**config.mk**
```make
export PLATFORM = sky130hd
export DESIGN_NAME = apb_cmd_master
export DESIGN_NICKNAME = d
export VERILOG_FILES = /design/src/rtl/apb_pkg.sv /design/src/rtl/apb_wait_timer.sv /design/src/rtl/apb_cmd_master.sv
export SDC_FILE = /design/constraint.sdc
export NUM_CORES = 1
export LEC_CHECK = 0
export BUFFER_PORTS_ARGS = -buffer_cell sky130_fd_sc_hd__clkbuf_2
export CELL_PAD_IN_SITES_DETAIL_PLACEMENT = 0
export CELL_PAD_IN_SITES_GLOBAL_PLACEMENT = 1
export CORE_ASPECT_RATIO = 1.1
export CORE_MARGIN = 2
export CORE_UTILIZATION = 28
export CTS_CLUSTER_SIZE = 14
export DETAILED_ROUTE_END_ITERATION = 8
export PLACE_DENSITY = 0.82
export SYNTH_ARGS = -nofsm -noshare
export SYNTH_HDL_FRONTEND = slang
export SYNTH_SLANG_ARGS = --single-unit
```
**constraint.sdc**
```tcl
create_clock -name pclk -period 1.6 [get_ports pclk]
set_clock_uncertainty 0.2 [all_clocks]
set_input_delay 0.16 -clock pclk [delete_from_list [all_inputs] [get_ports pclk]]
set_output_delay 0.16 -clock pclk [all_outputs]
set_load 0.02 [all_outputs]
```
**src/rtl/apb_pkg.sv**
```systemverilog
// apb_pkg: shared FSM state type and default widths for the
// command-to-APB master bridge.
package apb_pkg;

    localparam int APB_ADDR_W = 8;
    localparam int APB_DATA_W = 8;

    typedef enum logic [1:0] {
        IDLE,
        SETUP,
        ACCESS,
        RESP
    } apb_state_t;

endpackage

```
**src/rtl/apb_wait_timer.sv**
```systemverilog
// apb_wait_timer: ACCESS wait-cycle counter for the bridge timeout.
// Only built when APB_CMD_MASTER_TIMEOUT_EN is defined.
`ifdef APB_CMD_MASTER_TIMEOUT_EN
module apb_wait_timer #(
    parameter int TIMEOUT_CYCLES = 16
) (
    input  logic pclk,
    input  logic preset,
    input  logic clear,
    input  logic inc,
    output logic expired
);

    localparam logic [7:0] LIMIT = 8'(TIMEOUT_CYCLES);

    logic [7:0] cnt_q;
    logic [7:0] cnt_d;

    assign expired = (cnt_q == LIMIT);

    always_comb begin
        cnt_d = cnt_q;
        if (clear) begin
            cnt_d = '0;
        end else if (inc && !expired) begin
            cnt_d = cnt_q + 8'd1;
        end
    end

    always_ff @(posedge pclk) begin
        if (preset) begin
            cnt_q <= '0;
        end else begin
            cnt_q <= cnt_d;
        end
    end

endmodule
`endif

```
**src/rtl/apb_cmd_master.sv**
```systemverilog
// apb_cmd_master: single-outstanding valid/ready command to APB bridge.
// Optional ACCESS timeout via APB_CMD_MASTER_TIMEOUT_EN.
module apb_cmd_master
    import apb_pkg::*;
#(
    parameter int ADDR_W = APB_ADDR_W,
    parameter int DATA_W = APB_DATA_W
`ifdef APB_CMD_MASTER_TIMEOUT_EN
    , parameter int TIMEOUT_CYCLES = 16
`endif
) (
    input  logic              pclk,
    input  logic              preset,
    input  logic              cmd_valid,
    output logic              cmd_ready,
    input  logic              cmd_write,
    input  logic [ADDR_W-1:0] cmd_addr,
    input  logic [DATA_W-1:0] cmd_wdata,
    output logic              rsp_valid,
    input  logic              rsp_ready,
    output logic [DATA_W-1:0] rsp_rdata,
    output logic              rsp_err,
    output logic              psel,
    output logic              penable,
    output logic              pwrite,
    output logic [ADDR_W-1:0] paddr,
    output logic [DATA_W-1:0] pwdata,
    input  logic [DATA_W-1:0] prdata,
    input  logic              pready,
    input  logic              pslverr
);

    apb_state_t        state_q, state_d;
    logic              psel_q, psel_d;
    logic              penable_q, penable_d;
    logic              pwrite_q, pwrite_d;
    logic [ADDR_W-1:0] paddr_q, paddr_d;
    logic [DATA_W-1:0] pwdata_q, pwdata_d;
    logic              rsp_valid_q, rsp_valid_d;
    logic [DATA_W-1:0] rsp_rdata_q, rsp_rdata_d;
    logic              rsp_err_q, rsp_err_d;
    logic              timed_out;

`ifdef APB_CMD_MASTER_TIMEOUT_EN
    apb_wait_timer #(
        .TIMEOUT_CYCLES(TIMEOUT_CYCLES)
    ) u_wait_timer (
        .pclk   (pclk),
        .preset (preset),
        .clear  (state_q == SETUP),
        .inc    ((state_q == ACCESS) && !pready),
        .expired(timed_out)
    );
`else
    assign timed_out = 1'b0;
`endif

    assign cmd_ready = (state_q == IDLE) && !preset;
    assign psel      = psel_q;
    assign penable   = penable_q;
    assign pwrite    = pwrite_q;
    assign paddr     = paddr_q;
    assign pwdata    = pwdata_q;
    assign rsp_valid = rsp_valid_q;
    assign rsp_rdata = rsp_rdata_q;
    assign rsp_err   = rsp_err_q;

    always_comb begin
        state_d     = state_q;
        psel_d      = psel_q;
        penable_d   = penable_q;
        pwrite_d    = pwrite_q;
        paddr_d     = paddr_q;
        pwdata_d    = pwdata_q;
        rsp_valid_d = rsp_valid_q;
        rsp_rdata_d = rsp_rdata_q;
        rsp_err_d   = rsp_err_q;
        unique case (state_q)
            IDLE: begin
                if (cmd_valid) begin
                    pwrite_d = cmd_write;
                    paddr_d  = cmd_addr;
                    pwdata_d = cmd_wdata;
                    psel_d   = 1'b1;
                    state_d  = SETUP;
                end
            end
            SETUP: begin
                penable_d = 1'b1;
                state_d   = ACCESS;
            end
            ACCESS: begin
                // A completing slave takes priority over the timeout.
                if (pready) begin
                    rsp_rdata_d = pwrite_q ? '0 : prdata;
                    rsp_err_d   = pslverr;
                    psel_d      = 1'b0;
                    penable_d   = 1'b0;
                    rsp_valid_d = 1'b1;
                    state_d     = RESP;
                end else if (timed_out) begin
                    rsp_rdata_d = '0;
                    rsp_err_d   = 1'b1;
                    psel_d      = 1'b0;
                    penable_d   = 1'b0;
                    rsp_valid_d = 1'b1;
                    state_d     = RESP;
                end
            end
            RESP: begin
                if (rsp_ready) begin
                    rsp_valid_d = 1'b0;
                    state_d     = IDLE;
                end
            end
            default: state_d = IDLE;
        endcase
    end

    always_ff @(posedge pclk) begin
        if (preset) begin
            state_q     <= IDLE;
            psel_q      <= 1'b0;
            penable_q   <= 1'b0;
            pwrite_q    <= 1'b0;
            paddr_q     <= '0;
            pwdata_q    <= '0;
            rsp_valid_q <= 1'b0;
            rsp_rdata_q <= '0;
            rsp_err_q   <= 1'b0;
        end else begin
            state_q     <= state_d;
            psel_q      <= psel_d;
            penable_q   <= penable_d;
            pwrite_q    <= pwrite_d;
            paddr_q     <= paddr_d;
            pwdata_q    <= pwdata_d;
            rsp_valid_q <= rsp_valid_d;
            rsp_rdata_q <= rsp_rdata_d;
            rsp_err_q   <= rsp_err_d;
        end
    end

endmodule

```
# Word level (Yosys, flattened, before mapping)
# Cells that the tools add are included.
# W data, S select, Z words.
# word_totals
regBits	31
# op_classes
eq_ne	6
mux	12
reduce_logical	12
# ops
op	n
$reduce_and A3 Y1	3
$mux W8	1
$pmux W2 S4	1
$mux W2	3
$ne A2 B2 Y1 const B	3
$pmux W1 S2	3
$reduce_and A2 Y1	3
$reduce_bool A2 Y1	3
$eq A2 B2 Y1 const B	2
$mux W1	4
$eq A2 B1 Y1 const B	1
$logic_not A2 Y1	1
$logic_and A1 B1 Y1	1
$logic_not A1 Y1	1

# Depth between registers and ports, before layout
# depth
ltp_word	3
ltp_mapped	7
ltp_nobuf	5

# Worst setup path before layout
# OpenSTA, ideal clock, no wires.
# synth_path
path_kind	register to register
from	reg state_q[1]
to	reg state_q[0]
t_arrival_ns	1.373
required_time_ns	1.313
slack_ns	-0.060
stages_incl_launch_ff	6
n_path_buf	0
synth_period_minus_slack_ns	1.660
path_cell_list	dfxtp_1 > inv_1 > ha_1 > nor2b_1 > or4_1 > o31ai_1
# synth_between
elab_chain_len	3
elab_cells_between_ends	9
# synth_lines
item	line	source
start, declared	apb_cmd_master.sv:33	apb_state_t state_q, state_d;
start signal, assigned	apb_cmd_master.sv:132	state_q <= state_d;
$eq A2 B2 Y1 or $logic_not A2 Y1 (tied branches)	apb_cmd_master.sv:78	unique case (state_q)
$ne A2 B2 Y1 (no source line)	--	
$reduce_and A3 Y1 (no source line)	--	
# Parallel ways exist; a longest one is shown, timed or not.
# A chain may end at the register's enable or synchronous reset.

# Worst setup path after layout
# layout_path
from	reg state_q[0]
to	reg state_q[0]
# The elaborated chain is that of the path after synthesis.

==> results.md <==
* Status: complete, but fails checks
* Failing checks: negative setup slack
* Hpwl dp at roughly 2400 µm
* Worst-path clk slew at 0.07 ns
* Area of the die at 5152 µm²
* Synthesized Nets at 193
* Share of cells above drive strength 1 at 0.3735
* Hold Crit Class: in -> reg
* DR pass1 iterations at 4
* Initial antenna violation count at 0
* Setup CP Type: reg -> reg
* Worst slew pin tran at 0.3422 ns
* Tcrit/Tclk final at 1.009
* Critical Path AT at approximately 1.6 ns
* Max_cap viols at 0
* Async SR Flop Fraction at 0
* Number of synthesized flops with an enable pin at 0
* Hold Fails Final Rpt at 0
* Crit Path Max Fanout at 4
* Top sig layer: met4
* Setup ws final at -0.01507 ns
* Sink Count at 31
* Crit. End Element: flip-flop
* Internal power at around 2.1 mW
* Flop pwr share at 0.324
* First-pass GRT wire length at 5754 µm
* Die height at 75.09 µm
* CTS tree: yes
* Most frequent cell after synthesis: nand2_1
* P per Cell Area at 1473 nW/µm²
* Met3 WL at 248 µm
* Register area share after synthesis at 0.4825
* Leading post-synthesis cells by cell area: dfxtp_1 (48%), nand2_1 (14%), a21oi_1 (11%)
* GRT overflow at 0
* Final Max Tran Viols at 0
* Slew margin rel. at 0.7701
* Die Width at between 60 and 70 µm
* FP Rows at 25
* Setup TNS at -0.01507 ns
* DR WL/cell at 11.52 µm
* Area leader, netlist: dfxtp_1
* RSZ-0062 raised after global routing: yes
* Synth top area share at 0.4825
* Final Setup Violations at 1
* Hold WS at 0.08812 ns
* Max VDD drop at 0.0005851 V
* Pin count of the biggest net entering global routing at 21
* Predominant post-synthesis flop cell: dfxtp_1
* Layout area overhead at 71.21%
* Part of the power in combinational logic at 0.431
* Yosys reg bits at 31
* Worst path required time at approximately 1.6 ns
* Syn Std Cell Area at around 1300 µm²
* Drt first-iter violations at about 50
* Final GP Congestion at about 0.73
* Antenna diodes at 0
* Initial Util at 0.2958
* DRT Wirelength at between 3000 and 4000 µm
* NetSw at about 1.1 mW
* Synth cell count leaders: nand2_1 (49), dfxtp_1 (31), a21oi_1 (28)
* Slowest cell on crit path: or4_1
* GRT Util Overall at 0.1500
* Core Box Area at 4348 µm²
* Tmin final at ~1.6 ns
* Metal2 WL at roughly 1700 µm
* Post-Synthesis Cells at ~160
* Yosys warning total at 0
* Number of top-level pins at a little over 60
* Cell Chain, Critical Path: inv_4 -> ha_4 -> nor2b_1 -> or4_1 -> o31ai_1
* Mapped Avg Cell Area at 8.245 µm²
* Root Driver: clkbuf_8
* M1 wire length at between 1500 and 2000 µm
* Netlist cell types at 24
* Vias at 1399
* IO buf count at 60
* Vias in the first global route at 1306
* Nets@finish at approximately 290
* Static leakage at 0.9823 nW
* DR vias/cell at 4.498
* FMAX at 0.6192 GHz
* Number of buffers created by CTS at 5
* Net Sw Frac at 0.3515
* Clk_lat worst skew at 0.28 ns
* CP Launch Type: flip-flop
* Antenna Violating Nets Remaining at 0
* DRC at 0
* CTS H-tree lvls at 2
* CP max stage delay at just over 0.5 ns
* Clk network pwr share at 0.245
* Max Root-Sink Buffers at 2
[final cells by class]
class                           instances  area, µm²
Clock inverter                          2      35.03
Timing Repair Buffer                  101      709.4
Sequential cell                        31      625.6
Multi-Input combinational cell        114      668.1
Tap cell                               54      67.56
Clock buffer                            6      82.58
Fill cell                             440       2146
Inverter                                3      13.76
[worst max-delay path, delay by kind of cell, from the launching register on]
kind | cells | cell delay [ns]
simple gates | 2 | 0.65
flops | 1 | 0.38
fa+ha+maj | 1 | 0.16
compound gates | 1 | 0.08
buf+inv | 1 | 0.05
[path summary, 6_finish.rpt]
path	start	end	slack (ns)	cells after the start
worst max-delay path	state_q[0]$_SDFFE_PP0P_	state_q[0]$_SDFFE_PP0P_	-0.02	5
worst min register to register	paddr[2]$_SDFFE_PP0P_	paddr[2]$_SDFFE_PP0P_	0.25	2
worst max register to register	state_q[0]$_SDFFE_PP0P_	state_q[0]$_SDFFE_PP0P_	-0.02	5
worst min-delay path	preset	state_q[0]$_SDFFE_PP0P_	0.09	4
[logic make-up (layout without fill, tap and decap cells)]
family                     Yosys count  in the layout  synth area share
muxes                                2              2           0.01654
DFF                                 31             31            0.4825
and+or+nand+nor                     74             74            0.2743
AOI/OAI and AO/OA                   32             32            0.1333
buffers and inverters               11            112           0.03502
adders and majority gates            6              6           0.05836
[routing by layer]
metal / track usage / vias up
li1: - / 722
met1: 0.1700 / 626
met2: 0.2564 / 46
met3: 0.05082 / 5
met4: 0.06000 / 0
met5: 0 / -
[registers in the layout (all words and copies together) (netlist names)]
signal / cells
rsp_rdata: 8
penable: 1
rsp_valid: 1
state_q: 2
psel: 1
paddr: 8
pwdata: 8
rsp_err: 1
pwrite: 1
[power by group through the flow]
stage	logic [mW]	clock network [mW]	registers, mW
2_1_floorplan	0.580	0	1.20
3_3_place_gp	1.15	0	1.06
3_5_place_dp	1.17	0	1.06
4_1_cts	1.39	0.822	1.05
5_1_grt	1.55	0.849	1.07
6_report	1.40	0.795	1.05
[cells in the final DEF (no fill, tap or decap), types with 3 or more instances in the layout]
master | netlist | routed
a21oi_1 | 28 | 28
clkbuf_2 | 0 | 59
buf_6 | 0 | 3
clkbuf_8 | 0 | 6
nand4b_1 | 8 | 8
nand2_1 | 49 | 48
dlygate4sd3_1 | 0 | 27
dfxtp_1 | 31 | 29
buf_4 | 0 | 10
[what timing repair did]
item,CTS,global route
setup endpoints to repair,5,13
setup buffers,4,0
gates cloned,0,0
endpoints found under the hold margin,27,0
gates resized for setup,16,2
hold buffers,27,0
pin swaps,3,0
[per-stage QoR]
stage / utilization / total power, mW / instance area, µm² / worst slack, ns / std cells
floorplan: - / 1.783 / 1292 / 0.002915 / 156
CTS: 0.5056 / 3.264 / 2198 / -0.009368 / 311
detailed placement: 0.3942 / 2.229 / 1714 / -0.07672 / 272
global route: 0.5065 / 3.472 / 2202 / -0.06918 / 311
global placement: 0.3942 / 2.211 / 1714 / -0.01846 / 272
finish: 0.5065 / 3.244 / 2202 / -0.01507 / 311
(Power assumes the default switching activity.)
